### src/rtl/aq_memcpy_pkg.sv
// Shared types and helpers for the aq_memcpy_sched command scheduler.
package aq_memcpy_pkg;

  typedef enum logic [2:0] {
    StIdle,
    StAccept,
    StCalc,
    StRdIssue,
    StRdWait,
    StWrIssue,
    StWrWait,
    StDone
  } state_e;

  localparam logic [31:0] PAGE_BYTES = 32'h1000;

  // Largest chunk that fits the burst limit and stays inside both 4 KB pages.
  function automatic logic [31:0] chunk_min(input logic [31:0] remaining,
                                            input logic [31:0] burst_bytes,
                                            input logic [11:0] src_off,
                                            input logic [11:0] dst_off);
    logic [31:0] c;
    logic [31:0] src_left;
    logic [31:0] dst_left;
    src_left = PAGE_BYTES - {20'd0, src_off};
    dst_left = PAGE_BYTES - {20'd0, dst_off};
    c = remaining;
    if (burst_bytes < c) c = burst_bytes;
    if (src_left < c) c = src_left;
    if (dst_left < c) c = dst_left;
    return c;
  endfunction

endpackage

### src/rtl/aq_memcpy_rr_arb.sv
// Combinational round-robin arbiter: first requester strictly after the pointer, wrapping.
module aq_memcpy_rr_arb #(
  parameter int unsigned CH_NUM = 4
) (
  input  logic [CH_NUM-1:0] req_i,
  input  logic [2:0]        ptr_i,
  output logic [CH_NUM-1:0] grant_o,
  output logic [2:0]        idx_o,
  output logic              valid_o
);

  always_comb begin
    grant_o = '0;
    idx_o   = '0;
    valid_o = 1'b0;
    for (int unsigned i = 1; i <= CH_NUM; i++) begin
      for (int unsigned j = 0; j < CH_NUM; j++) begin
        if (!valid_o && req_i[j] && (j == (32'(ptr_i) + i) % CH_NUM)) begin
          valid_o    = 1'b1;
          grant_o[j] = 1'b1;
          idx_o      = 3'(j);
        end
      end
    end
  end

endmodule

### src/rtl/aq_memcpy_sched.sv
// Multi-channel memcpy scheduler: round-robin command intake, 4 KB / burst-limited chunking.
// Optional statistics outputs enabled by defining AQ_MEMCPY_SCHED_STAT_EN.
module aq_memcpy_sched
  import aq_memcpy_pkg::*;
#(
  parameter int unsigned CH_NUM    = 4,
  parameter int unsigned ADDR_W    = 32,
  parameter int unsigned DATA_W    = 64,
  parameter int unsigned MAX_BURST = 256
) (
  input  logic                     CLK,
  input  logic                     RST,
  input  logic [CH_NUM-1:0]        CMD_REQ,
  output logic [CH_NUM-1:0]        CMD_READY,
  output logic [CH_NUM-1:0]        CMD_DONE,
  input  logic [CH_NUM*ADDR_W-1:0] CMD_DST,
  input  logic [CH_NUM*ADDR_W-1:0] CMD_SRC,
  input  logic [CH_NUM*32-1:0]     CMD_LEN,
  output logic                     RD_START,
  output logic [ADDR_W-1:0]        RD_ADRS,
  output logic [31:0]              RD_COUNT,
  input  logic                     RD_READY,
  output logic                     WR_START,
  output logic [ADDR_W-1:0]        WR_ADRS,
  output logic [31:0]              WR_COUNT,
  input  logic                     WR_READY,
  output logic                     FIFO_RST,
  output logic                     BUSY,
`ifdef AQ_MEMCPY_SCHED_STAT_EN
  output logic [2:0]               CUR_CH,
  output logic [31:0]              STAT_BYTES,
  output logic [15:0]              STAT_CMDS
`else
  output logic [2:0]               CUR_CH
`endif
);

  localparam int unsigned BPB         = DATA_W / 8;
  localparam int unsigned AlignW      = $clog2(BPB);
  localparam logic [31:0] BurstBytes  = 32'(MAX_BURST * BPB);
  localparam logic [ADDR_W-1:0] AddrMask = {ADDR_W{1'b1}} << AlignW;
  localparam logic [31:0] LenMask     = 32'hFFFF_FFFF << AlignW;

  state_e              state_q;
  logic [2:0]          ptr_q, cur_ch_q;
  logic [ADDR_W-1:0]   src_q, dst_q, rd_adrs_q, wr_adrs_q;
  logic [31:0]         rem_q, chunk_q;
  logic [CH_NUM-1:0]   cmd_ready_q, cmd_done_q;
  logic                rd_start_q, wr_start_q, fifo_rst_q, busy_q;

  logic [CH_NUM-1:0]   arb_grant;
  logic [2:0]          arb_idx;
  logic                arb_valid;
  logic [ADDR_W-1:0]   sel_src, sel_dst;
  logic [31:0]         sel_len, chunk;
  logic [CH_NUM-1:0]   done_oh;

  aq_memcpy_rr_arb #(
    .CH_NUM(CH_NUM)
  ) u_arb (
    .req_i  (CMD_REQ),
    .ptr_i  (ptr_q),
    .grant_o(arb_grant),
    .idx_o  (arb_idx),
    .valid_o(arb_valid)
  );

  always_comb begin
    sel_src = '0;
    sel_dst = '0;
    sel_len = '0;
    done_oh = '0;
    for (int unsigned j = 0; j < CH_NUM; j++) begin
      if (cur_ch_q == 3'(j)) begin
        sel_src    = CMD_SRC[j*ADDR_W +: ADDR_W] & AddrMask;
        sel_dst    = CMD_DST[j*ADDR_W +: ADDR_W] & AddrMask;
        sel_len    = CMD_LEN[j*32 +: 32] & LenMask;
        done_oh[j] = 1'b1;
      end
    end
  end

  assign chunk = chunk_min(rem_q, BurstBytes, src_q[11:0], dst_q[11:0]);

  always_ff @(posedge CLK or posedge RST) begin
    if (RST) begin
      state_q     <= StIdle;
      ptr_q       <= '0;
      cur_ch_q    <= '0;
      src_q       <= '0;
      dst_q       <= '0;
      rem_q       <= '0;
      chunk_q     <= '0;
      rd_adrs_q   <= '0;
      wr_adrs_q   <= '0;
      cmd_ready_q <= '0;
      cmd_done_q  <= '0;
      rd_start_q  <= 1'b0;
      wr_start_q  <= 1'b0;
      fifo_rst_q  <= 1'b0;
      busy_q      <= 1'b0;
    end else begin
      cmd_ready_q <= '0;
      cmd_done_q  <= '0;
      rd_start_q  <= 1'b0;
      wr_start_q  <= 1'b0;
      fifo_rst_q  <= 1'b0;
      unique case (state_q)
        StIdle: begin
          if (arb_valid) begin
            cur_ch_q    <= arb_idx;
            cmd_ready_q <= arb_grant;
            fifo_rst_q  <= 1'b1;
            busy_q      <= 1'b1;
            state_q     <= StAccept;
          end
        end
        StAccept: begin
          src_q <= sel_src;
          dst_q <= sel_dst;
          rem_q <= sel_len;
          ptr_q <= cur_ch_q;
          if (sel_len == '0) begin
            cmd_done_q <= done_oh;
            busy_q     <= 1'b0;
            state_q    <= StDone;
          end else begin
            state_q <= StCalc;
          end
        end
        StCalc: begin
          rd_adrs_q <= src_q;
          wr_adrs_q <= dst_q;
          chunk_q   <= chunk;
          state_q   <= StRdIssue;
        end
        StRdIssue: begin
          if (RD_READY) begin
            rd_start_q <= 1'b1;
            state_q    <= StRdWait;
          end
        end
        // READY is still stale while the start pulse is on the wire.
        StRdWait: begin
          if (!rd_start_q && RD_READY) state_q <= StWrIssue;
        end
        StWrIssue: begin
          if (WR_READY) begin
            wr_start_q <= 1'b1;
            state_q    <= StWrWait;
          end
        end
        StWrWait: begin
          if (!wr_start_q && WR_READY) begin
            src_q <= src_q + ADDR_W'(chunk_q);
            dst_q <= dst_q + ADDR_W'(chunk_q);
            rem_q <= rem_q - chunk_q;
            if (rem_q == chunk_q) begin
              cmd_done_q <= done_oh;
              busy_q     <= 1'b0;
              state_q    <= StDone;
            end else begin
              state_q <= StCalc;
            end
          end
        end
        StDone: state_q <= StIdle;
        default: state_q <= StIdle;
      endcase
    end
  end

  assign CMD_READY = cmd_ready_q;
  assign CMD_DONE  = cmd_done_q;
  assign RD_START  = rd_start_q;
  assign RD_ADRS   = rd_adrs_q;
  assign RD_COUNT  = chunk_q;
  assign WR_START  = wr_start_q;
  assign WR_ADRS   = wr_adrs_q;
  assign WR_COUNT  = chunk_q;
  assign FIFO_RST  = fifo_rst_q;
  assign BUSY      = busy_q;
  assign CUR_CH    = cur_ch_q;

`ifdef AQ_MEMCPY_SCHED_STAT_EN
  logic [31:0] stat_bytes_q;
  logic [15:0] stat_cmds_q;

  always_ff @(posedge CLK or posedge RST) begin
    if (RST) begin
      stat_bytes_q <= '0;
      stat_cmds_q  <= '0;
    end else begin
      if (wr_start_q) stat_bytes_q <= stat_bytes_q + chunk_q;
      if (|cmd_done_q) stat_cmds_q <= stat_cmds_q + 16'd1;
    end
  end

  assign STAT_BYTES = stat_bytes_q;
  assign STAT_CMDS  = stat_cmds_q;
`endif

endmodule

### config.mk
export PLATFORM = sky130hd
export DESIGN_NAME = aq_memcpy_sched
export DESIGN_NICKNAME = d
export VERILOG_FILES = /design/src/rtl/aq_memcpy_pkg.sv /design/src/rtl/aq_memcpy_rr_arb.sv /design/src/rtl/aq_memcpy_sched.sv
export SDC_FILE = /design/constraint.sdc
export NUM_CORES = 1
export LEC_CHECK = 0
export CAP_MARGIN = 20
export CORE_UTILIZATION = 27
export DETAILED_ROUTE_END_ITERATION = 8
export HOLD_SLACK_MARGIN = 0.02
export PLACE_DENSITY = 0.51
export SYNTH_ARGS = -nofsm -noshare
export SYNTH_HDL_FRONTEND = slang
export SYNTH_SLANG_ARGS = --single-unit
### constraint.sdc
create_clock -name CLK -period 8.1 [get_ports CLK]
set_clock_uncertainty 0.15 [all_clocks]
set_input_delay 0.81 -clock CLK [delete_from_list [all_inputs] [get_ports CLK]]
set_output_delay 0.81 -clock CLK [all_outputs]
set_load 0.03 [all_outputs]
* Word-level counts from Yosys, hierarchy flattened *
Index checks and enable logic that the tools add are counted.

operators by class
  add/subtract/negate cells = 9
  equal/unequal tests = 30
  $lt $le $gt $ge = 3
  mux-type cells = 96
  reductions and logical operators = 63

operators with widths
  cell                                                 number
  two-way mux 32 bit                                   18
  case mux 32 bit (2 select lines)                     3
  zero test 32 bit                                     5
  adder 32 bit                                         2
  < comparator 32 bit                                  2
  two-way mux 1 bit                                    46
  logical AND 1 bit                                    33
  equality test 32 bit                                 1
  < comparator 12 x 32 -> 1 bit, first input constant  1
  subtractor 32 bit                                    1
  two-way mux 2 bit                                    14
  subtractor 13 x 12 -> 14 bit, first input constant   2
  case mux 3 bit (8 select lines)                      1
  two-way mux 3 bit                                    7
  two-way mux 4 bit                                    5
  zero test 1 bit                                      17
  equality test 2 bit, first input constant            8
  != test 2 bit, second input constant                 7
  equality test 3 bit, second input constant           4
  AND reduction 5 bit                                  2
  equality test 1 x 2 -> 1 bit, first input constant   4
  case mux 4 bit (2 select lines)                      1
  equality test 3 x 2 -> 1 bit, second input constant  2
  zero test 3 bit                                      2
  9 further kinds                                      13

storage, ports and cells
  output and inout bits = 143
  flip-flop bits (word level) = 211
  logic and storage cells = 216
  input port bits = 392

* Depth between registers and ports, before layout *
Gate-level depths: netlist of the first run.

  depth after elaboration = 66
  mapped depth = 25
  depth with buffers taken out = 22

* Modules after synthesis *
From an unflattened synthesis of the first run, not the netlist that was laid out.

second synthesis, totals
  cell total of the unflattened synthesis = 2025
  area total of the unflattened synthesis = 17116.4 µm²

by module, submodules not included
  module            cells each  area each (µm²)  times used  seq. area each (µm²)
  aq_memcpy_sched   1999        16953.8          1           5330.1
  aq_memcpy_rr_arb  26          162.7            1           0.0

* Worst setup path before layout of the first run *
Ideal clock, no wire load.

  path type = reg2reg
  start point = reg rem_q[1]
  end point = reg chunk_q[11] (netlist: RD_COUNT[11])
  required time = 7.814 ns
  cell stages (with the launch flop) = 25
  path slack = 2.971 ns
  data arrival time = 4.843 ns
  period minus slack after synthesis = 5.129 ns
  cells stage by stage = dfrtp_1 -> nor4_1 -> nand3_1 -> a211oi_2 -> clkbuf_1 -> and2_1 -> inv_1 -> ha_1 -> and4_1 -> a21oi_1 -> nand3_1 -> a221oi_1 -> o21ai_2 -> buf_2 -> mux2i_1 -> ha_1 -> a21o_1 -> a21o_1 -> a21oi_1 -> nor2_1 -> a211oi_1 -> clkbuf_1 -> a21oi_1 -> a31oi_1 -> o21ai_0

on the way
  cells in the longest elaborated chain, start to end = 6

ends and longest elaborated chain
  what                           RTL line                text
  from (decl)                    aq_memcpy_sched.sv:47   logic [31:0] rem_q, chunk_q;
  from (signal assigned)         aq_memcpy_sched.sv:121  rem_q <= sel_len;
  from (signal assigned)         aq_memcpy_sched.sv:157  rem_q <= rem_q - chunk_q;
  < comparator 12 x 32 -> 1 bit  aq_memcpy_pkg.sv:28     if (burst_bytes < c) c = burst_bytes;
  two-way mux 32 bit *           aq_memcpy_pkg.sv:28
  < comparator 32 bit            aq_memcpy_pkg.sv:29     if (src_left < c) c = src_left;
  two-way mux 32 bit *           aq_memcpy_pkg.sv:29
  < comparator 32 bit            aq_memcpy_pkg.sv:30     if (dst_left < c) c = dst_left;
  two-way mux 32 bit *           aq_memcpy_pkg.sv:30
  to (signal assigned)           aq_memcpy_sched.sv:134  chunk_q <= chunk;
  to (decl)                      aq_memcpy_sched.sv:47

Every way passes the cells marked *; elsewhere a longest branch is shown, timed or not.
A chain may end at the register's enable or synchronous reset.

* Worst setup path after layout of the first run *
  start point = reg rem_q[27]
  end point = reg chunk_q[8] (netlist: RD_COUNT[8])

Same word-level chain as after synthesis.

==> results.yml, run 1 <==
synthesis:
  synthCells: 1915
  syn-cell-area_um2: 16800
  yosys_warnings: 0
  synth.avg_cell_area_um2: 8.76
  synth_top_flop_cell: "dfrtp_1"
  synth_cell_type_count: 81
  synth_area_leaders: "dfrtp_1 31%, mux4_2 12%, ha_1 8.9%"
  yosysSeqAreaShare: 0.315
  synth_enable_flop_cells: 0
  synth_common_cells: "337 x nand2_1, 211 x dfrtp_1, 175 x nor2_1, 163 x a21oi_1, 119 x ha_1"
  netlist.area_leader.share: 0.315
  yosys_register_bits: 211
  synth_async_sr_flop_share: 1.00
  yosysTopAreaCell: "dfrtp_1"
  syn_nets: 2429
  yosysMostFrequentCell: "nand2_1"
placed_design:
  place_ws_ns: 2.01
  numPortBuffers: 497
  dp_hpwl_mm: 51.8
  place_congestion: 0.869
clock_tree:
  cts_setup_buffers: 0
  cts_resized: 0
  clock-sinks: 211
  cts-root-buf: "clkbuf_16"
  worstSkewPairLatency_ns: 0.57
  cts_buffer_depth: 3
  clk_pin_slew_ns: 0.06
  cts_hold_buf: 0
  cts_made_buffers: 29
  ctsHtreeMaxLevel: 1
  cts_tree: "done"
sta:
  fin_hold_ws_ns: 0.321
  rsz0062_at_grt: "false"
  max_freq_mhz: 163
  hold_viol_final: 0
  setup_tns_ns: 0
  fin_crit_sh: 0.757
  setup_ws_ns: 1.97
  setup_viol: 0
  relSlewSlack: 0.317
  min_period_ns: 6.13
  tightest_slew_ns: 1.02
  slew_violations: 0
route:
  vias_per_cell: 5.10
  postRouteAntennaNets: 0
  drc_errors: 0
  first_iter_violations: 996
  wirelength_mm: 67.1
  num_vias: 16300
  drt_first_pass_iters: 5
  post_drt_wl_per_cell_um: 21.0
global_routing:
  grt_overflow: 0
  grt_start_max_net_pins: 115
  first_global_vias: 16300
  grt_pass1_wl_mm: 99.4
  track_usage: 0.206
  antenna_found_initial: 2
setup_path:
  critPathLaunchType: "flip-flop"
  r2r_slack_ns: 1.97
  timing.rr.end: "RD_COUNT[8]"
  cp.arrival_ns: 6.39
  worstSetupPathType: "reg -> reg"
  ff2ff_path_depth: 22
  crit_fanout: 15
  critPathRequiredTime_ns: 8.36
  worst_r2r_startpoint: "rem_q[27]"
  cp-end-kind: "flip-flop"
floorplan:
  initial_utilization: 0.272
  die_area_um2: 63200
  die_h_um: 251
  core.rowCount: 91
  die_x_um: 251
  io_pins: 535
  coreArea_um2: 61600
min_path:
  min_from: "WR_ADRS[23]"
  hold_end: "WR_ADRS[23]"
  whs_path_depth: 2
  hp-class: "reg -> reg"
power_and_ir_drop:
  p_leak_nw: 9.77
  power_density_nw_per_um2: 391
  vdd_drop_max_uv: 203
cells_and_area:
  drive_gt1_frac: 0.0776
  syn_to_final_growth_pct: 39.2
  nets: 2849
flow_run:
  cap_violations: 0
run_status:
  outcome: "finished clean"
-- layout make-up --
cell class | instances | area (um^2)
Clock inverter | 12 | 174
Multi-Input combinational cell | 1507 | 10700
Tap cell | 837 | 1050
Sequential cell | 211 | 5290
Timing Repair Buffer | 514 | 5100
Inverter | 72 | 278
Antenna cell | 1 | 2.50
Clock buffer | 42 | 815
Fill cell | 6247 | 38200
-- worst max path at each step --
stage / cells past startpoint / end / startpoint / slack, ns
floorplan: 1 / BUSY / RST / 1.37
global placement: 22 / RD_COUNT[10] / rem_q[1] / 2.03
detailed placement: 22 / RD_COUNT[9] / rem_q[27] / 2.01
CTS: 22 / RD_COUNT[8] / rem_q[27] / 1.98
global route: 22 / RD_COUNT[10] / rem_q[27] / 1.36
finish: 22 / RD_COUNT[8] / rem_q[27] / 1.97
-- cells by family after synthesis --
logic type / Yosys count / synth area share
other cells: 2 / 0.000447
simple gates: 726 / 0.194
flops: 211 / 0.315
mux: 104 / 0.127
xor+xnor: 89 / 0.0464
buf+inv: 197 / 0.0522
compound gates: 464 / 0.173
fa+ha+maj: 122 / 0.0923
-- where the power goes --
| part | internal, mW | switching, mW |
|---|---|---|
| registers | 1.49 | 0.577 |
| clock network | 0.823 | 0.523 |
| logic | 2.42 | 3.30 |
-- metal layers --
layer  GRT usage  wire, um  vias up  share of wire
li1            -         -     7743              -
met4      0.0678      2070        2          0.031
met3      0.0419      4780       88          0.071
met1       0.273     29900     7878           0.45
met2       0.335     30300      573           0.45
met5           0        13        -        0.00019
-- through the flow --
step | instance area, um^2 | util | std cells | power [mW]
after detailed placement | 22400 | 0.363 | 3141 | 7.81
after global placement | 22400 | 0.363 | 3141 | 7.75
after CTS | 23400 | 0.379 | 3195 | 9.22
after floorplan | 16800 | - | 1915 | 5.94
after global routing | 23400 | 0.379 | 3195 | 9.86
final | 23400 | 0.379 | 3196 | 9.13
-- worst max-delay path: stages, from the launching register on --
cell and delay, ns:
dfrtp_1 0.39, nor4_1 0.44, nand3_1 0.24, a211oi_2 0.62
and2_1 0.26, inv_1 0.05, ha_1 0.28, and4_1 0.23
a21oi_1 0.14, nand3_1 0.10, a221oi_1 0.43, o21ai_2 0.34
mux2i_1 0.36, ha_1 0.31, a21o_1 0.18, a21o_1 0.17
a21oi_1 0.13, nor2_1 0.05, a211oi_1 0.21, buf_4 0.21
nand2_2 0.16, nand2_1 0.33, o221ai_1 0.17
-- registers in the layout (all words and copies together), names as in the netlist, 2 cells and up --
register	count
RD_ADRS	32
dst_q	32
ptr_q	2
WR_ADRS	32
src_q	32
CUR_CH	2
CMD_READY	4
rem_q	32
CMD_DONE	4
state_q	3
RD_COUNT	32
-- placed cells by master, fill, tap and decap left out, types with 6 or more instances in the layout --
master and n:
a211oi_1 13, nor2_1 172, nand3_1 38, o211ai_1 7, a211o_1 6, dfrtp_1 209, clkdlybuf4s50_1 497, a21oi_1 163
nand4_1 19, o31ai_1 11, o21bai_1 16, nor3b_1 11, nand3b_1 8, o21a_1 12, or3_1 8, o22ai_1 10
inv_1 71, a22oi_1 7, nand2_1 336, nor3_1 25, a21o_1 36, mux2i_1 16, o221ai_1 6, and2_1 11
nand2b_1 16, clkbuf_1 9, clkbuf_16 29, nor2b_1 14, nor4_1 24, and3_1 16, xor2_1 41, o21ai_0 105
buf_4 17, a31oi_1 20, mux4_2 87, ha_1 119, xnor2_1 48
No activity file was read; power rests on OpenSTA's default activity.
==> run 2: changes to the inputs <==
clock period = 6.25 ns   (was 8.1 ns; I/O delays follow)
==> run 2 against run 1 <==
Effect of this change: die area is the same; largest cell class unchanged; critical endpoint is now RD_COUNT[10]; non-clock buffer count grew 2; critical path type unchanged; global-route usage grew 0.28 points.
==> results.yml, run 2 (synthesis gave the netlist of run 1 again) <==
sta:
  hold_viol_final: 0
  slew_violations: 0
  min_period_ns: 5.81
  fin_hold_ws_ns: 0.317
  max_freq_mhz: 172
  tightest_slew_ns: 1.04
  setup_ws_ns: 0.444
  relSlewSlack: 0.304
  fin_crit_sh: 0.929
  rsz0062_at_grt: "false"
  setup_viol: 0
  setup_tns_ns: 0
placed_design:
  dp_hpwl_mm: 52.5
  place_congestion: 0.857
  numPortBuffers: 497
  place_ws_ns: 0.468
route:
  postRouteAntennaNets: 0
  first_iter_violations: 1020
  num_vias: 16300
  post_drt_wl_per_cell_um: 21.4
  vias_per_cell: 5.11
  drc_errors: 0
  drt_first_pass_iters: 5
  wirelength_mm: 68.3
floorplan:
  die_h_um: 251
  io_pins: 535
  die_area_um2: 63200
  coreArea_um2: 61600
  die_x_um: 251
  initial_utilization: 0.272
  core.rowCount: 91
setup_path:
  cp-end-kind: "flip-flop"
  critical_path.top_delay_family: "compound AO/OA/AOI/OAI gates"
  slowest_delay_ns: 0.47
  cp_cell_sequence: "nor4_1 -> nand3_1 -> a211oi_2 -> and2_1 -> inv_1 -> ha_1 -> and4_1 -> a21oi_1 -> nand3_1 -> a221oi_1 -> o21ai_2 -> mux2i_1 -> ha_1 -> a21o_1 -> a21o_1 -> a21oi_1 -> nor2_1 -> a211oi_1 -> nand2_2 -> nand2_1 -> o221ai_1"
  critical_path_buf_inv_count: 1
  crit_fanout: 15
  critPathLaunchType: "flip-flop"
  cp.arrival_ns: 6.07
  cp_slowest_cell: "a211oi_2"
  worstSetupPathType: "reg -> reg"
  critPathRequiredTime_ns: 6.52
clock_tree:
  cts-root-buf: "clkbuf_16"
  cts_buffer_depth: 3
  clock-sinks: 211
  worstSkewPairLatency_ns: 0.59
  cts_tree: "done"
  clk_pin_slew_ns: 0.06
  cts_made_buffers: 27
  cts_setup_buffers: 0
  ctsHtreeMaxLevel: 1
  cts_hold_buf: 0
  cts_resized: 0
power_and_ir_drop:
  vdd_drop_max_uv: 269
  seqPwrFrac: 0.229
  p_leak_nw: 9.74
  finalPower_mw: 11.8
  swShare: 0.488
  p_comb_frac: 0.634
  internal_power_mw: 6.02
  power_frac_clock: 0.138
  power_density_nw_per_um2: 505
  p_sw_mw: 5.74
global_routing:
  antenna_found_initial: 3
  grt_start_max_net_pins: 121
  first_global_vias: 16200
  grt_overflow: 0
  grt_pass1_wl_mm: 100
  track_usage: 0.209
cells_and_area:
  nets: 2849
  syn_to_final_growth_pct: 38.8
  n_antenna_cell: 0
  multiInputGateArea_um2: 10700
  fill_cells: 6304
  layout_common_cells: "497 x clkdlybuf4s50_1, 336 x nand2_1, 209 x dfrtp_1, 172 x nor2_1, 163 x a21oi_1"
  layout_commonest_cell: "clkdlybuf4s50_1"
  register_area_um2: 5290
  fin_util: 0.378
  drive_gt1_frac: 0.0773
flow_run:
  cap_violations: 0
min_path:
  hp-class: "reg -> reg"
run_status:
  outcome: "finished clean"
-- run 2: cell count changes in the layout (fill, tap and decap cells not counted), sizes merged --
cell and change:
buf +2, bufinv -3, clkbuf +1, clkinv -3, clkinvlp +1, diode -1, inv -1
-- run 2: tightest hold or removal path: stages (launching register included) --
cell,delay (ns)
dfrtp_1,0.33
nand2_1,0.05
nand2_1,0.05
-- run 2: metrics by stage --
| stage | cells | instance area, um^2 |
|---|---|---|
| after floorplan | 1915 | 16800 |
| after global placement | 3143 | 22400 |
| after detailed placement | 3143 | 22400 |
| after CTS | 3192 | 23300 |
| after global routing | 3192 | 23300 |
| final | 3192 | 23300 |
-- run 2: power by group through the flow --
stage | logic, mW | registers [mW] | clock network (mW)
6_report | 7.45 | 2.69 | 1.62
3_5_place_dp | 7.46 | 2.72 | 0
5_1_grt | 8.18 | 2.79 | 1.71
4_1_cts | 7.50 | 2.70 | 1.66
3_3_place_gp | 7.37 | 2.69 | 0
2_1_floorplan | 4.91 | 2.79 | 0
-- run 2: path summary, 6_finish.rpt --
check / startpoint / to / slack, ns / cells after the start
setup / recovery: rem_q[27] / RD_COUNT[10] / 0.44 / 21
hold / removal: RD_ADRS[14] / RD_ADRS[14] / 0.32 / 2
setup reg to reg: rem_q[27] / RD_COUNT[10] / 0.44 / 21
hold reg to reg: RD_ADRS[14] / RD_ADRS[14] / 0.32 / 2
max in group asynchronous: RST / CUR_CH[0] / 4.16 / 3
min in group asynchronous: RST / src_q[21] / 0.42 / 2
-- run 2: cell type report --
class,instances,area share
clock inverters,6,0.00312
well taps,837,0.0450
repair buffers,516,0.220
multi-input cells,1507,0.457
inverters,72,0.0118
flip-flops and latches,211,0.227
clock buffers,43,0.0355
-- run 2: layer usage --
metal | vias up | track usage | wire length (um) | share of wire
met1 | 7902 | 0.278 | 30100 | 0.44
met4 | 2 | 0.0483 | 1360 | 0.020
li1 | 7737 | - | - | -
met2 | 612 | 0.348 | 32100 | 0.47
met5 | - | 0 | 7 | 0.00010
met3 | 73 | 0.0409 | 4730 | 0.069
==> run 3: changes to the inputs <==
CTS_CLUSTER_SIZE = 14   (was not set)
MAX_ROUTING_LAYER = met4   (was not set)
==> run 3 against run 2 <==
Effect of this change: first-iteration DRC count is 11% higher; sequential power about the same; non-clock buffer count increased by 2; total power fell by 0.84%; routed wire length decreased by 0.41%; flip-flop and latch count did not move; clock power down 6%; cell area about the same.
==> results.yml, run 3 (synthesis gave the netlist of run 1 again) <==
route:
  first_iter_violations: 1129
  drt_first_pass_iters: 7
  postRouteAntennaNets: 0
  wirelength_mm: 68.0
  vias_per_cell: 5.05
  post_drt_wl_per_cell_um: 21.3
  num_vias: 16200
  drc_errors: 0
cells_and_area:
  syn_to_final_growth_pct: 38.7
  drive_gt1_frac: 0.0785
  fin_util: 0.378
  fin_cells: 3198
  nets: 2852
  stdcell_area_um2: 23300
  layout_common_cells: "497 x clkdlybuf4s50_1, 336 x nand2_1, 209 x dfrtp_1, 172 x nor2_1, 163 x a21oi_1"
  fill_cells: 6245
  layout_commonest_cell: "clkdlybuf4s50_1"
setup_path:
  r2r_slack_ns: 0.43
  ff2ff_path_depth: 21
  worst_r2r_startpoint: "rem_q[27]"
  slowest_delay_ns: 0.46
  cp_cell_sequence: "nor4_1 -> nand3_1 -> a211oi_4 -> and2_1 -> inv_1 -> ha_1 -> and4_1 -> a21oi_1 -> nand3_1 -> a221oi_1 -> o21ai_2 -> mux2i_1 -> ha_1 -> a21o_1 -> a21o_1 -> a21oi_1 -> nor2_1 -> a211oi_1 -> nand2_2 -> nand2_1 -> o221ai_1"
  cp-end-kind: "flip-flop"
  crit_fanout: 15
  critPathRequiredTime_ns: 6.51
  cp_slowest_cell: "nor4_1"
  critPathLaunchType: "flip-flop"
  timing.rr.end: "RD_COUNT[8]"
  worstSetupPathType: "reg -> reg"
  cp.arrival_ns: 6.08
sta:
  tightest_slew_ns: 1.01
  setup_viol: 0
  setup_tns_ns: 0
  hold_viol_final: 0
  rsz0062_at_grt: "false"
  relSlewSlack: 0.327
  slew_violations: 0
  fin_crit_sh: 0.930
  min_period_ns: 5.82
  setup_ws_ns: 0.435
  fin_hold_ws_ns: 0.321
  max_freq_mhz: 172
clock_tree:
  clk_pin_slew_ns: 0.06
  cts_hold_buf: 0
  cts_made_buffers: 28
  worstSkewPairLatency_ns: 0.58
  cts-root-buf: "clkbuf_16"
  clock-sinks: 211
  ctsHtreeMaxLevel: 1
  cts_buffer_depth: 3
  cts_tree: "done"
placed_design:
  numPortBuffers: 497
  dp_hpwl_mm: 52.6
  place_ws_ns: 0.479
  placed_cells: 3145
  place_congestion: 0.868
  placed_area_um2: 22400
power_and_ir_drop:
  finalPower_mw: 11.7
  power_density_nw_per_um2: 501
  vdd_drop_max_uv: 212
  p_leak_nw: 9.72
global_routing:
  grt_start_max_net_pins: 124
  grt_overflow: 0
  first_global_vias: 16400
  grt_pass1_wl_mm: 101
  antenna_found_initial: 5
  track_usage: 0.215
run_status:
  outcome: "finished clean"
min_path:
  hold_end: "RD_ADRS[18]"
  min_from: "RD_ADRS[18]"
  whs_path_depth: 2
  hp-class: "reg -> reg"
floorplan:
  core.rowCount: 91
  die_h_um: 251
  initial_utilization: 0.272
  die_area_um2: 63200
  io_pins: 535
  coreArea_um2: 61600
  die_x_um: 251
flow_run:
  cap_violations: 0
-- run 3: cell count changes in the layout (fill, tap and decap cells not counted), moves of 2 or more --
cell	change
clkbuf_8	-6
clkinv_2	+4
diode_2	+4
buf_4	+2
-- run 3: cell type report --
class	count	area, um^2	area share
inverters	72	274	0.0118
multi-input cells	1507	10700	0.458
clock buffers	38	768	0.0330
well taps	837	1050	0.0450
clock inverters	11	75.1	0.00323
diodes	4	10.0	0.000430
flip-flops and latches	211	5290	0.227
repair buffers	518	5140	0.221
-- run 3: worst max-delay path: cells and delay by family, from the launching register on --
| family | cells | cell delay [ns] |
|---|---|---|
| AO/OA/AOI/OAI | 9 | 2.27 |
| buffers and inverters | 1 | 0.05 |
| adder cells (fa/ha/maj) | 2 | 0.58 |
| multiplexers | 1 | 0.37 |
| flip-flops | 1 | 0.40 |
| AND/OR/NAND/NOR | 8 | 1.82 |
-- run 3: layer usage --
layer | global-route usage | routed length (um) | vias up
met5 | - | 0 | -
met4 | 0.0449 | 1310 | 0
met1 | 0.281 | 30800 | 7808
met3 | 0.0327 | 4240 | 67
li1 | - | - | 7749
met2 | 0.352 | 31700 | 537
-- run 3: how the worst max path moves through the flow --
stage,to,from
2_1_floorplan,RD_COUNT[11],rem_q[1]
4_1_cts,RD_COUNT[10],rem_q[27]
6_report,RD_COUNT[8],rem_q[27]
5_1_grt,RD_COUNT[10],rem_q[15]
3_3_place_gp,RD_COUNT[10],rem_q[27]
3_5_place_dp,RD_COUNT[10],rem_q[1]
-- run 3: power breakdown --
group / leakage, nW / internal, mW / switching (mW)
clock network: 0.414 / 0.857 / 0.669
logic: 6.67 / 3.15 / 4.31
registers: 2.64 / 1.93 / 0.741
total: 9.72 / 5.94 / 5.72
-- run 3: what timing repair did --
item	in CTS	in global routing
buffers inserted	0	0
endpoints found under the setup margin	0	4
gates resized for setup	0	2
hold endpoints to repair	0	0
